File: config.mk
export PLATFORM = sky130hd
export DESIGN_NAME = scan_mux
export DESIGN_NICKNAME = d
export VERILOG_FILES = /design/src/rtl/mux_pkg.sv /design/src/rtl/mux_slice.sv /design/src/rtl/scan_mux.sv
export SDC_FILE = /design/constraint.sdc
export NUM_CORES = 1
export LEC_CHECK = 0
export BUFFER_PORTS_ARGS = -buffer_cell sky130_fd_sc_hd__buf_2
export CAP_MARGIN = 25
export CORE_AREA = 3 3 40 42
export CTS_CLUSTER_DIAMETER = 50
export CTS_CLUSTER_SIZE = 10
export DETAILED_ROUTE_END_ITERATION = 8
export DIE_AREA = 0 0 43 45
export GPL_ROUTABILITY_DRIVEN = 0
export PLACE_DENSITY_LB_ADDON = 0.08
export SETUP_SLACK_MARGIN = 0.15
export SYNTH_ARGS = -nofsm -noshare
export SYNTH_HDL_FRONTEND = slang
export SYNTH_SLANG_ARGS = --single-unit
File: constraint.sdc
create_clock -name clock -period 3.48 [get_ports clock]
set_input_delay 0.522 -clock clock [delete_from_list [all_inputs] [get_ports clock]]
set_output_delay 0.522 -clock clock [all_outputs]
set_load 0.05 [all_outputs]
File: src/rtl/mux_pkg.sv
// Shared constants and helpers for the scan_mux family: state encodings and
// the width helpers used to size the select and dwell counters.
package mux_pkg;

  localparam logic [1:0] MAN    = 2'd0;
  localparam logic [1:0] SCAN   = 2'd1;
  localparam logic [1:0] FROZEN = 2'd2;

  // Ceiling log2, evaluated at elaboration time for sizing registers.
  function automatic int clog2(input int value);
    int result;
    int remain;
    result = 0;
    remain = value - 1;
    for (int i = 0; i < 32; i++) begin
      if (remain > 0) begin
        result = result + 1;
        remain = remain >> 1;
      end
    end
    return result;
  endfunction

  // Register width for a range of `value` entries; never narrower than 1 bit.
  function automatic int width_of(input int value);
    return (clog2(value) < 1) ? 1 : clog2(value);
  endfunction

endpackage

File: src/rtl/mux_slice.sv
// Combinational N:1 selector returning the W-bit slice of data_in picked by ch.
// Unused select codes (N not a power of two) return zero.
module mux_slice
  import mux_pkg::*;
#(
  parameter  int N       = 4,
  parameter  int W       = 1,
  localparam int SW_BITS = width_of(N)
) (
  input  logic [N*W-1:0]   data_in,
  input  logic [SW_BITS-1:0] ch,
  output logic [W-1:0]     slice
);

  // Walk every channel and keep the one whose index matches ch.
  always_comb begin
    slice = '0;
    for (int k = 0; k < N; k++) begin
      if (ch == SW_BITS'(k)) begin
        slice = data_in[k*W +: W];
      end
    end
  end

endmodule

File: src/rtl/scan_mux.sv
// Registered N-channel W-bit multiplexer with manual select, an auto-scan
// sequencer with programmable dwell, and a hold input that freezes everything.
// The behaviour of each edge is decided by the state being entered on that
// edge, so hold suppresses a step scheduled for the very edge it is seen on.
module scan_mux
  import mux_pkg::*;
#(
  parameter  int N       = 4,
  parameter  int W       = 1,
  parameter  int DWELL   = 4,
  localparam int SW_BITS = width_of(N)
) (
  input  logic               clock,
  input  logic               resetn,
  input  logic [N*W-1:0]     data_in,
  input  logic [SW_BITS-1:0] sel,
  input  logic               mode,
  input  logic               hold,
  output logic [W-1:0]       out_data,
  output logic [SW_BITS-1:0] out_ch,
  output logic               out_change,
  output logic               out_wrap
);

  localparam int CNT_BITS = width_of(DWELL);
  localparam logic [SW_BITS-1:0]  LAST_CH  = SW_BITS'(N - 1);
  localparam logic [SW_BITS:0]    N_EXT    = (SW_BITS + 1)'(N);
  localparam logic [CNT_BITS-1:0] LAST_CNT = CNT_BITS'(DWELL - 1);

  logic [1:0]          state_q, state_d;
  logic [SW_BITS-1:0]  ch_q, ch_d;
  logic [CNT_BITS-1:0] cnt_q, cnt_d;
  logic [CNT_BITS-1:0] cnt_base;
  logic [W-1:0]        data_q, data_d;
  logic                change_q, change_d;
  logic                wrap_q, wrap_d;
  logic [SW_BITS-1:0]  sel_clamped;
  logic [W-1:0]        next_slice;

  // Out-of-range manual selects collapse onto the last real channel.
  always_comb begin
    sel_clamped = ({1'b0, sel} >= N_EXT) ? LAST_CH : sel;
  end

  // Next state, channel pointer, dwell counter and wrap pulse.
  always_comb begin
    state_d  = hold ? FROZEN : (mode ? SCAN : MAN);
    ch_d     = ch_q;
    cnt_d    = cnt_q;
    wrap_d   = 1'b0;
    cnt_base = (state_q == MAN) ? '0 : cnt_q;
    case (state_d)
      MAN: begin
        ch_d  = sel_clamped;
        cnt_d = '0;
      end
      SCAN: begin
        if (cnt_base == LAST_CNT) begin
          cnt_d = '0;
          if (ch_q == LAST_CH) begin
            ch_d   = '0;
            wrap_d = 1'b1;
          end else begin
            ch_d = ch_q + SW_BITS'(1);
          end
        end else begin
          cnt_d = cnt_base + CNT_BITS'(1);
        end
      end
      default: begin
      end
    endcase
  end

  mux_slice #(
    .N (N),
    .W (W)
  ) u_slice (
    .data_in (data_in),
    .ch      (ch_d),
    .slice   (next_slice)
  );

  // Output data follows the next channel unless frozen; change pulses on a move.
  always_comb begin
    data_d   = (state_d == FROZEN) ? data_q : next_slice;
    change_d = (ch_d != ch_q);
  end

  // State and output registers, cleared immediately by resetn.
  always_ff @(posedge clock or negedge resetn) begin
    if (!resetn) begin
      state_q  <= MAN;
      ch_q     <= '0;
      cnt_q    <= '0;
      data_q   <= '0;
      change_q <= 1'b0;
      wrap_q   <= 1'b0;
    end else begin
      state_q  <= state_d;
      ch_q     <= ch_d;
      cnt_q    <= cnt_d;
      data_q   <= data_d;
      change_q <= change_d;
      wrap_q   <= wrap_d;
    end
  end

  assign out_data   = data_q;
  assign out_ch     = ch_q;
  assign out_change = change_q;
  assign out_wrap   = wrap_q;

endmodule

==> metrics.md, run 1 <==
| Metric | Value |
|---|---|
| Starting density of the core | `0.3710` |
| VDD IR-drop max | `roughly 0.20 mV` |
| Hpwl dp | `~700 um` |
| Mapped Area | `~480 um2` |
| Skew-Pair Late Insertion Delay | `roughly 0.25 ns` |
| CP max FO | `3` |
| Leak pwr | `~0.00028 uW` |
| Hold-fix buffers at CTS | `0` |
| Cell Chain, Critical Path | `o21ai_0, inv_1, ha_1, and2b_4, o21ai_2, and3_1, o211ai_2, o311ai_2` |
| Area Growth Syn to Fin | `23.10%` |
| Setup TNS | `0 ns` |
| Cell variety after synth | `26` |
| Register area share after synthesis | `0.4724` |
| Number of global-route vias before repair | `335` |
| PostCTS Resize Cnt | `0` |
| Arrival time worst endpoint | `between 1.5 and 2 ns` |
| Slew Viols, Final | `0` |
| Nature of the critical path startpoint | `flop` |
| Die footprint | `approximately 1900 um2` |
| Top-count cell post-synth | `dfrtp_1` |
| R2R depth | `8` |
| TritonCTS Sinks | `9` |
| CTS tree | `yes` |
| Vias post-DR | `360` |
| Skew final | `about 0.0045 ns` |
| CTS clk-pin slew, worst paths | `0.06 ns` |
| Tmin final | `approximately 1.8 ns` |
| Crit path kind | `flop to flop` |
| Crit path depth | `8` |
| TritonRoute pass-1 iters | `2` |
| Wire per inst | `roughly 11 um` |
| Nets | `74` |
| Clock power share | `0.265` |
| Cell count after placement | `~70` |
| Crit-path max cell delay | `0.37 ns` |
| Combinational cell fraction of total power | `0.305` |
| I/O pin cnt | `15` |
| Top cells by area, synth | `dfrtp_1, ha_1, nand2_1` |
| Post-Syn Nets | `56` |
| Largest net degree at the start of global routing | `13` |
| Die W | `roughly 43 um` |
| Ys flop type | `dfrtp_1` |
| DRC Markers | `0` |
| Number of H-tree levels | `1` |
| Average size of a mapped cell | `10.83 um2` |
| Final critical-path share of the clock period | `0.5289` |
| I/O Buffers | `14` |
| EDFF count, synth | `0` |
| Critical Path End Type | `flop` |
| Setup Fix Bufs, Post-CTS | `0` |
| Cell Count, Final, Fillers Out | `between 70 and 80` |
| Post-route ant nets | `0` |
| Power Dens Cells | `between 400 and 500 nW/um2` |
| GRT Total Usage | `0.1034` |
| Core Region | `1285 um2` |
| Total power draw | `290.8 uW` |
| Final core utilization | `0.4567` |
| Area of the multi-input gates | `roughly 240 um2` |
| Avg Vias per Cell | `around 4.7` |
| Worst slew pin tran | `between 0.3 and 0.4 ns` |
| DR iter-0 viols | `2` |
| Net Sw Power | `between 90 and 100 uW` |
| Reg power frac | `0.430` |
| First-pass GRT wire length | `about 1.4 mm` |
| Rel. slew slack | `0.7953` |
| Share of layout cells above drive strength 1 | `0.4098` |
| Path category of the worst min-delay check | `input port to asynchronous set/reset pin` |
| Initial antenna violation count | `0` |
| Unrepaired setup endpoints after global routing | `no` |
| GRT overflow | `0` |
| Root Driver | `clkbuf_4` |
| Yosys reg bits | `9` |
| Die height | `between 40 and 50 um` |
| Fmax | `0.5433 GHz` |
| Final setup viols | `0` |
| Outcome | `completed` |
| Num CTS Buffers | `3` |
| Max cap viols | `0` |
| Fillers | `~130` |
| Cell Int Power | `roughly 190 uW` |
| CP delay by family, top | `compound AO/OA/AOI/OAI gates` |
| Flip-flop and latch area | `between 200 and 250 um2` |
| Net Sw Frac | `0.3430` |
| Routed wire length | `867 um` |
| YS warnings | `0` |
| Fraction of registers with async set/reset | `1.000` |
| Slowest CP cell | `dfrtp_1` |
| Max Root-Sink Buffers | `2` |
| Diode count | `0` |
| Top cell type's share of synthesized area | `0.4724` |
| Top post-synthesis cells by count | `dfrtp_1, nand2_1` |
| Data required, critical path | `3.60 ns` |
| Row cnt | `13` |
| Cell count after synthesis | `between 40 and 50` |
| CP Buf/Inv Count | `1` |
| Cell taking the most area after synthesis | `dfrtp_1` |
| Final Hold Fails | `0` |
flip-flops by register name, summed over array words and instances, names as in the netlist:
signal,cells
cnt_q,2
out_ch,2
out_change,1
out_data,1
out_wrap,1
state_q,2
power by group through the flow:
stage	logic [uW]	registers [uW]	clock network, uW
floorplan	36.8	157	0
global placement	90.6	127	0
detailed placement	89.8	127	0
CTS	90.0	125	82.8
global route	96.5	127	90.5
finish	88.8	125	77.1
final cells by class:
type / count / area share
inverters: 2 / 0.01279
multi-input cells: 32 / 0.4072
well taps: 15 / 0.03198
clock buffers: 4 / 0.04478
flip-flops and latches: 9 / 0.3838
repair buffers: 14 / 0.1194
worst register-to-register path, stage by stage, from the launching register on:
cell	delay [ns]
dfrtp_1	0.37
o21ai_0	0.23
inv_1	0.08
ha_1	0.23
and2b_4	0.26
o21ai_2	0.07
and3_1	0.18
o211ai_2	0.17
o311ai_2	0.11
per-stage QoR:
stage / worst slack [ns] / hold slack, ns / area (um2)
CTS: 1.627 / 0.1081 / 586.8
finish: 1.640 / 0.1108 / 586.8
detailed placement: 1.645 / 0.3887 / 560.5
global placement: 1.682 / 0.3902 / 560.5
global route: 1.480 / 0.1050 / 586.8
floorplan: 1.699 / 0.2264 / 476.7
layout by cell type, fill, tap and decap left out, drive strengths merged:
master / count
clkbuf: 4
o311ai: 1
buf: 14
nor2: 2
o21a: 1
and2b: 1
inv: 2
a22o: 1
a31oi: 1
xnor2: 1
ha: 2
nor2b: 3
nand2: 6
o22ai: 1
and3: 1
o211ai: 1
mux2i: 1
nor3: 1
a2bb2oi: 1
a21boi: 1
o21ai: 5
nor3b: 1
dfrtp: 9
routing by layer:
layer  global-route usage  wire, um
met1               0.1361       429
met3              0.06375        64
met4              0.03614         8
met2               0.1377       365
met5                    0         0
cell families (layout without fill, tap and decap cells):
family,Yosys count,after routing,synth area share
XOR/XNOR,1,1,0.01838
buffers and inverters,3,20,0.02624
multiplexers,1,1,0.02100
AND/OR/NAND/NOR,15,15,0.1732
adder cells (fa/ha/maj),2,2,0.05249
flip-flops,9,9,0.4724
AO/OA/AOI/OAI,13,13,0.2362
path summary, 6_finish.rpt:
kind	startpoint	to	slack, ns
setup / recovery	state_q[1]	out_data	1.64
hold / removal	resetn	cnt_q[1]	0.11
setup reg to reg	state_q[1]	out_data	1.64
hold reg to reg	cnt_q[1]	cnt_q[1]	0.48
max in group asynchronous	resetn	out_data	3.18
min in group clock	cnt_q[1]	cnt_q[1]	0.48
(Power assumes the default switching activity.)
==> inputs of run 2 (changes only) <==
clock period = 1.6 ns   (was 3.48 ns; I/O delays follow)
==> run 2 against run 1 <==
Against the previous run: the flow now finishes with violations (setup timing); core utilization grew 7.9 points; fmax up 9.7%; hold slack better by 0.14 ns; highest routed layer is now met3.
==> metrics.md, run 2 (synthesis results as in run 1) <==
| Metric | Value |
|---|---|
| DR iter-0 viols | `0` |
| Core Region | `1285 um2` |
| Place WS | `-0.06275 ns` |
| Share of layout cells above drive strength 1 | `0.5692` |
| Nature of the critical path startpoint | `flop` |
| Max Root-Sink Buffers | `2` |
| Row cnt | `13` |
| Hpwl dp | `741.8 um` |
| I/O Buffers | `14` |
| CTS tree | `yes` |
| Path category of the worst min-delay check | `input port to flop` |
| Fmax | `a little under 0.6 GHz` |
| Max cap viols | `0` |
| Critical Path End Type | `flop` |
| Largest net degree at the start of global routing | `13` |
| Number of H-tree levels | `1` |
| Area Growth Syn to Fin | `44.36%` |
| Unrepaired setup endpoints after global routing | `yes` |
| CP max FO | `3` |
| Cell count after placement | `75` |
| Slew Viols, Final | `0` |
| Leak pwr | `between 0.0003 and 0.0004 uW` |
| Final critical-path share of the clock period | `1.049` |
| Die height | `45 um` |
| VDD IR-drop max | `around 0.36 mV` |
| TritonCTS Sinks | `9` |
| Number of global-route vias before repair | `roughly 380` |
| Arrival time worst endpoint | `between 1.5 and 2 ns` |
| Routed wire length | `about 990 um` |
| GRT Total Usage | `0.1149` |
| Tmin final | `around 1.7 ns` |
| Starting density of the core | `0.3710` |
| Skew-Pair Late Insertion Delay | `0.26 ns` |
| DRC Markers | `0` |
| GRT overflow | `0` |
| Fillers | `about 120` |
| Failing checks | `setup timing` |
| Rel. slew slack | `0.8157` |
| Vias post-DR | `a little under 400` |
| Crit. Startpoint | `state_q[1]` |
| Root Driver | `clkbuf_4` |
| Worst slew pin tran | `about 0.28 ns` |
| R2R Path Start | `state_q[1]` |
| Num CTS Buffers | `3` |
| Cell Count, Final, Fillers Out | `80` |
| Post-route ant nets | `0` |
| Wire per inst | `approximately 12 um` |
| Final Worst Setup Slack | `-0.07819 ns` |
| CTS clk-pin slew, worst paths | `roughly 0.060 ns` |
| Hold WS | `0.2556 ns` |
| Die footprint | `around 1900 um2` |
| I/O pin cnt | `15` |
| Data required, critical path | `1.72 ns` |
| Avg Vias per Cell | `around 4.8` |
| Nets | `78` |
| Die W | `around 43 um` |
| Total power draw | `around 690 uW` |
| Hold Startpoint | `hold` |
| Power Dens Cells | `~1000 nW/um2` |
| TritonRoute pass-1 iters | `1` |
| First-pass GRT wire length | `roughly 1.6 mm` |
| Crit path kind | `flop to flop` |
| Setup Fix Bufs, Post-CTS | `0` |
| Skew final | `around 0.0076 ns` |
| Initial antenna violation count | `0` |
| Diode count | `0` |
| Outcome | `complete, but fails checks` |
| Final Hold Fails | `0` |
| Commonest non-fill, non-tap cell in the layout | `buf_2` |
| Most frequent cells in the layout | `buf_2, dfrtp_1, nand2_1` |
| Final setup viols | `2` |
==> run 2: cell type report <==
cell class	instances	area (um2)	area share
multi-input combinational	32	305.3	0.4436
sequential	9	227.7	0.3309
tap	15	18.77	0.02727
clock buffer	4	26.28	0.03818
inverter	2	7.507	0.01091
timing repair buffer	18	102.6	0.1491
==> run 2: per-layer routing <==
metal | track usage | wire, um | vias to the layer above
met5 | 0 | 0 | -
met4 | 0.05422 | 0 | 0
met3 | 0.03586 | 55 | 0
met2 | 0.1677 | 488 | 10
met1 | 0.1552 | 448 | 178
li1 | - | - | 198
==> run 2: worst max-delay path, stage by stage, from the launching register on <==
cell	delay [ns]
dfrtp_1	0.40
o21a_1	0.22
ha_4	0.17
and2b_4	0.26
o21ai_4	0.06
and3_4	0.16
o211ai_2	0.16
o311ai_2	0.11
==> run 2: through the flow <==
stage	utilization	TNS, ns	area [um2]
floorplan	-	0	494.2
global placement	0.4674	-0.08582	600.6
finish	0.5355	-0.09512	688.2
global route	0.5355	-0.2743	688.2
detailed placement	0.4674	-0.09479	600.6
CTS	0.5131	-0.06484	659.4
==> run 2: worst paths after layout <==
kind | to | slack, ns | depth (start not counted)
setup reg to reg | out_data | -0.08 | 7
min in group asynchronous | cnt_q[0] | 0.36 | 2
hold / removal | state_q[1] | 0.26 | 1
hold reg to reg | cnt_q[1] | 0.48 | 2
setup / recovery | out_data | -0.08 | 7
max in group asynchronous | out_ch[0] | 1.04 | 2
==> run 2: report_power, final <==
part	switching, uW	leakage, uW	total (uW)	internal [uW]
Combinational	138	0.000182	229	91.5
Sequential	25.8	0.000110	281	255
Clock	81.4	0.0000150	177	96.0
Total	245	0.000307	688	443
==> run 2: timing repair <==
action / in CTS / in global routing
resized for setup: 3 / 5
pin swaps: 0 / 3
gates cloned: 0 / 0
hold endpoints to repair: 9 / 0
hold buffers: 1 / 0
endpoints found under the setup margin: 2 / 3
==> inputs of run 3 (changes only) <==
CELL_PAD_IN_SITES_DETAIL_PLACEMENT = 0   (was default)
CELL_PAD_IN_SITES_GLOBAL_PLACEMENT = 1   (was default)
CORE_AREA = default   (was 3 3 40 42)
CORE_MARGIN = 3   (was default)
CORE_UTILIZATION = 32   (was default)
DIE_AREA = default   (was 0 0 43 45)
==> run 3 against run 2 <==
Against the previous run: the run still ends with setup timing left; highest routed layer is now met4; critical endpoint unchanged; combinational power about the same; routed wire length rose by 14%; cell area shrank 1.1%; sequential cell count stayed put; register-to-register slack is essentially flat; critical path type unchanged; fmax decreased by 0.54%; first-iteration DRC count up 6.
==> metrics.md, run 3 (synthesis results as in run 1) <==
| Metric | Value |
|---|---|
| Outcome | `complete, but fails checks` |
| Failing checks | `setup timing` |
| Crit path kind | `flop to flop` |
| Post-route ant nets | `0` |
| Largest net degree at the start of global routing | `13` |
| DRC Markers | `0` |
| R2R depth | `8` |
| Place WS | `-0.08498 ns` |
| Most frequent cells in the layout | `buf_2, dfrtp_1, nand2_1` |
| CP Buf/Inv Count | `1` |
| CTS clk-pin slew, worst paths | `about 0.07 ns` |
| Initial antenna violation count | `0` |
| GRT overflow | `0` |
| Vias post-DR | `409` |
| Starting density of the core | `0.3531` |
| Area Growth Syn to Fin | `42.78%` |
| R2R Path Start | `state_q[0]` |
| Die footprint | `a little under 2000 um2` |
| Fillers | `between 100 and 150` |
| DR iter-0 viols | `6` |
| Final critical-path share of the clock period | `1.055` |
| Max Root-Sink Buffers | `2` |
| Die height | `approximately 45 um` |
| Avg Vias per Cell | `roughly 5.1` |
| Tmin final | `~1.7 ns` |
| Skew-Pair Late Insertion Delay | `0.27 ns` |
| Final Worst Setup Slack | `-0.08737 ns` |
| Most used cell, CP | `o21ai_2` |
| TritonCTS Sinks | `9` |
| Crit-path max cell delay | `around 0.40 ns` |
| Slew Viols, Final | `0` |
| Leak pwr | `around 0.0003 uW` |
| Unrepaired setup endpoints after global routing | `yes` |
| Crit path depth | `8` |
| Arrival time worst endpoint | `around 1.8 ns` |
| Row cnt | `13` |
| I/O pin cnt | `15` |
| Met2 Use GR | `0.1920` |
| CP max FO | `3` |
| Hpwl dp | `around 850 um` |
| Critical Path End Type | `flop` |
| Wire per inst | `about 14 um` |
| Met3 usage | `0.07724` |
| Cell Chain, Critical Path | `o21ai_2, inv_2, ha_4, and2b_4, o21ai_4, o21ai_2, mux2i_1, o311ai_2` |
| GRT Max-Usage Layer | `met2` |
| TritonRoute pass-1 iters | `4` |
| Fmax | `0.5926 GHz` |
| Num CTS Buffers | `3` |
| Crit. Startpoint | `state_q[0]` |
| Skew final | `between 0.005 and 0.006 ns` |
| Routed wire length | `1.132 mm` |
| Number of global-route vias before repair | `about 380` |
| Rel. slew slack | `0.8200` |
| CTS tree | `yes` |
| Number of H-tree levels | `1` |
| GRT Total Usage | `0.1250` |
| Path category of the worst min-delay check | `input port to flop` |
| Power Dens Cells | `1022 nW/um2` |
| Die W | `between 40 and 50 um` |
| Final setup viols | `2` |
| First-pass GRT wire length | `between 1.5 and 2 mm` |
| Final Hold Fails | `0` |
| Max cap viols | `0` |
| Worst slew pin tran | `approximately 0.27 ns` |
| Commonest non-fill, non-tap cell in the layout | `buf_2` |
| CP delay by family, top | `compound AO/OA/AOI/OAI gates` |
| Critical R2R Capture | `out_data` |
| Routing usage on met1 | `0.1361` |
| Data required, critical path | `between 1.5 and 2 ns` |
| Nature of the critical path startpoint | `flop` |
| VDD IR-drop max | `approximately 0.75 mV` |
| Slowest CP cell | `dfrtp_1` |
| Setup TNS | `-0.1409 ns` |
| Worst reg-to-reg setup slack | `-0.09 ns` |
| Diode count | `0` |
| Share of layout cells above drive strength 1 | `0.5538` |
| Root Driver | `clkbuf_4` |
| CP endpoint | `out_data` |
| I/O Buffers | `14` |
| Nets | `between 70 and 80` |
| Core Region | `around 1400 um2` |
==> run 3: cell count changes in the layout (fill, tap and decap cells not counted) <==
cell / delta
xnor2_2: -1
xnor2_1: +1
==> run 3: final cells by class <==
cell class / count / area, um2 / area share
clock buffers: 4 / 26.28 / 0.03860
inverters: 2 / 7.507 / 0.01103
multi-input cells: 32 / 297.8 / 0.4375
flip-flops and latches: 9 / 227.7 / 0.3346
well taps: 15 / 18.77 / 0.02757
repair buffers: 18 / 102.6 / 0.1507
==> run 3: metal layers <==
metal | up-vias | wire (um) | part of all wire
met5 | - | 0 | 0
li1 | 199 | - | -
met3 | 4 | 95 | 0.084
met1 | 187 | 438 | 0.39
met4 | 0 | 30 | 0.027
met2 | 19 | 567 | 0.50
==> run 3: where the power goes <==
part	internal (uW)	switching (uW)
Clock	96.5	88.2
Sequential	255	25.0
Combinational	91.0	140
==> run 3: timing repair <==
action | 4_1_cts | 5_1_grt
setup endpoints to repair | 2 | 3
setup buffers | 1 | 1
hold buffers | 1 | 0
resized for setup | 3 | 4
pin swaps | 1 | 2
hold endpoints to repair | 9 | 0
==> run 3: worst min path at each step <==
stage | from | end | depth (start not counted)
floorplan | resetn | cnt_q[0] | 0
global placement | resetn | out_wrap | 1
detailed placement | resetn | out_wrap | 1
CTS | hold | state_q[1] | 1
global route | hold | state_q[1] | 1
finish | hold | state_q[1] | 1
==> run 3: through the flow <==
stage	cell area [um2]	hold WS, ns	std cells	power, uW	utilization
2_1_floorplan	494.2	-0.05559	44	429.4	-
3_3_place_gp	585.6	0.09993	73	480.3	0.4337
3_5_place_dp	585.6	0.1077	73	488.4	0.4337
4_1_cts	653.1	0.2349	79	691.0	0.4838
5_1_grt	680.7	0.2309	80	738.6	0.5042
6_report	680.7	0.2452	80	695.8	0.5042
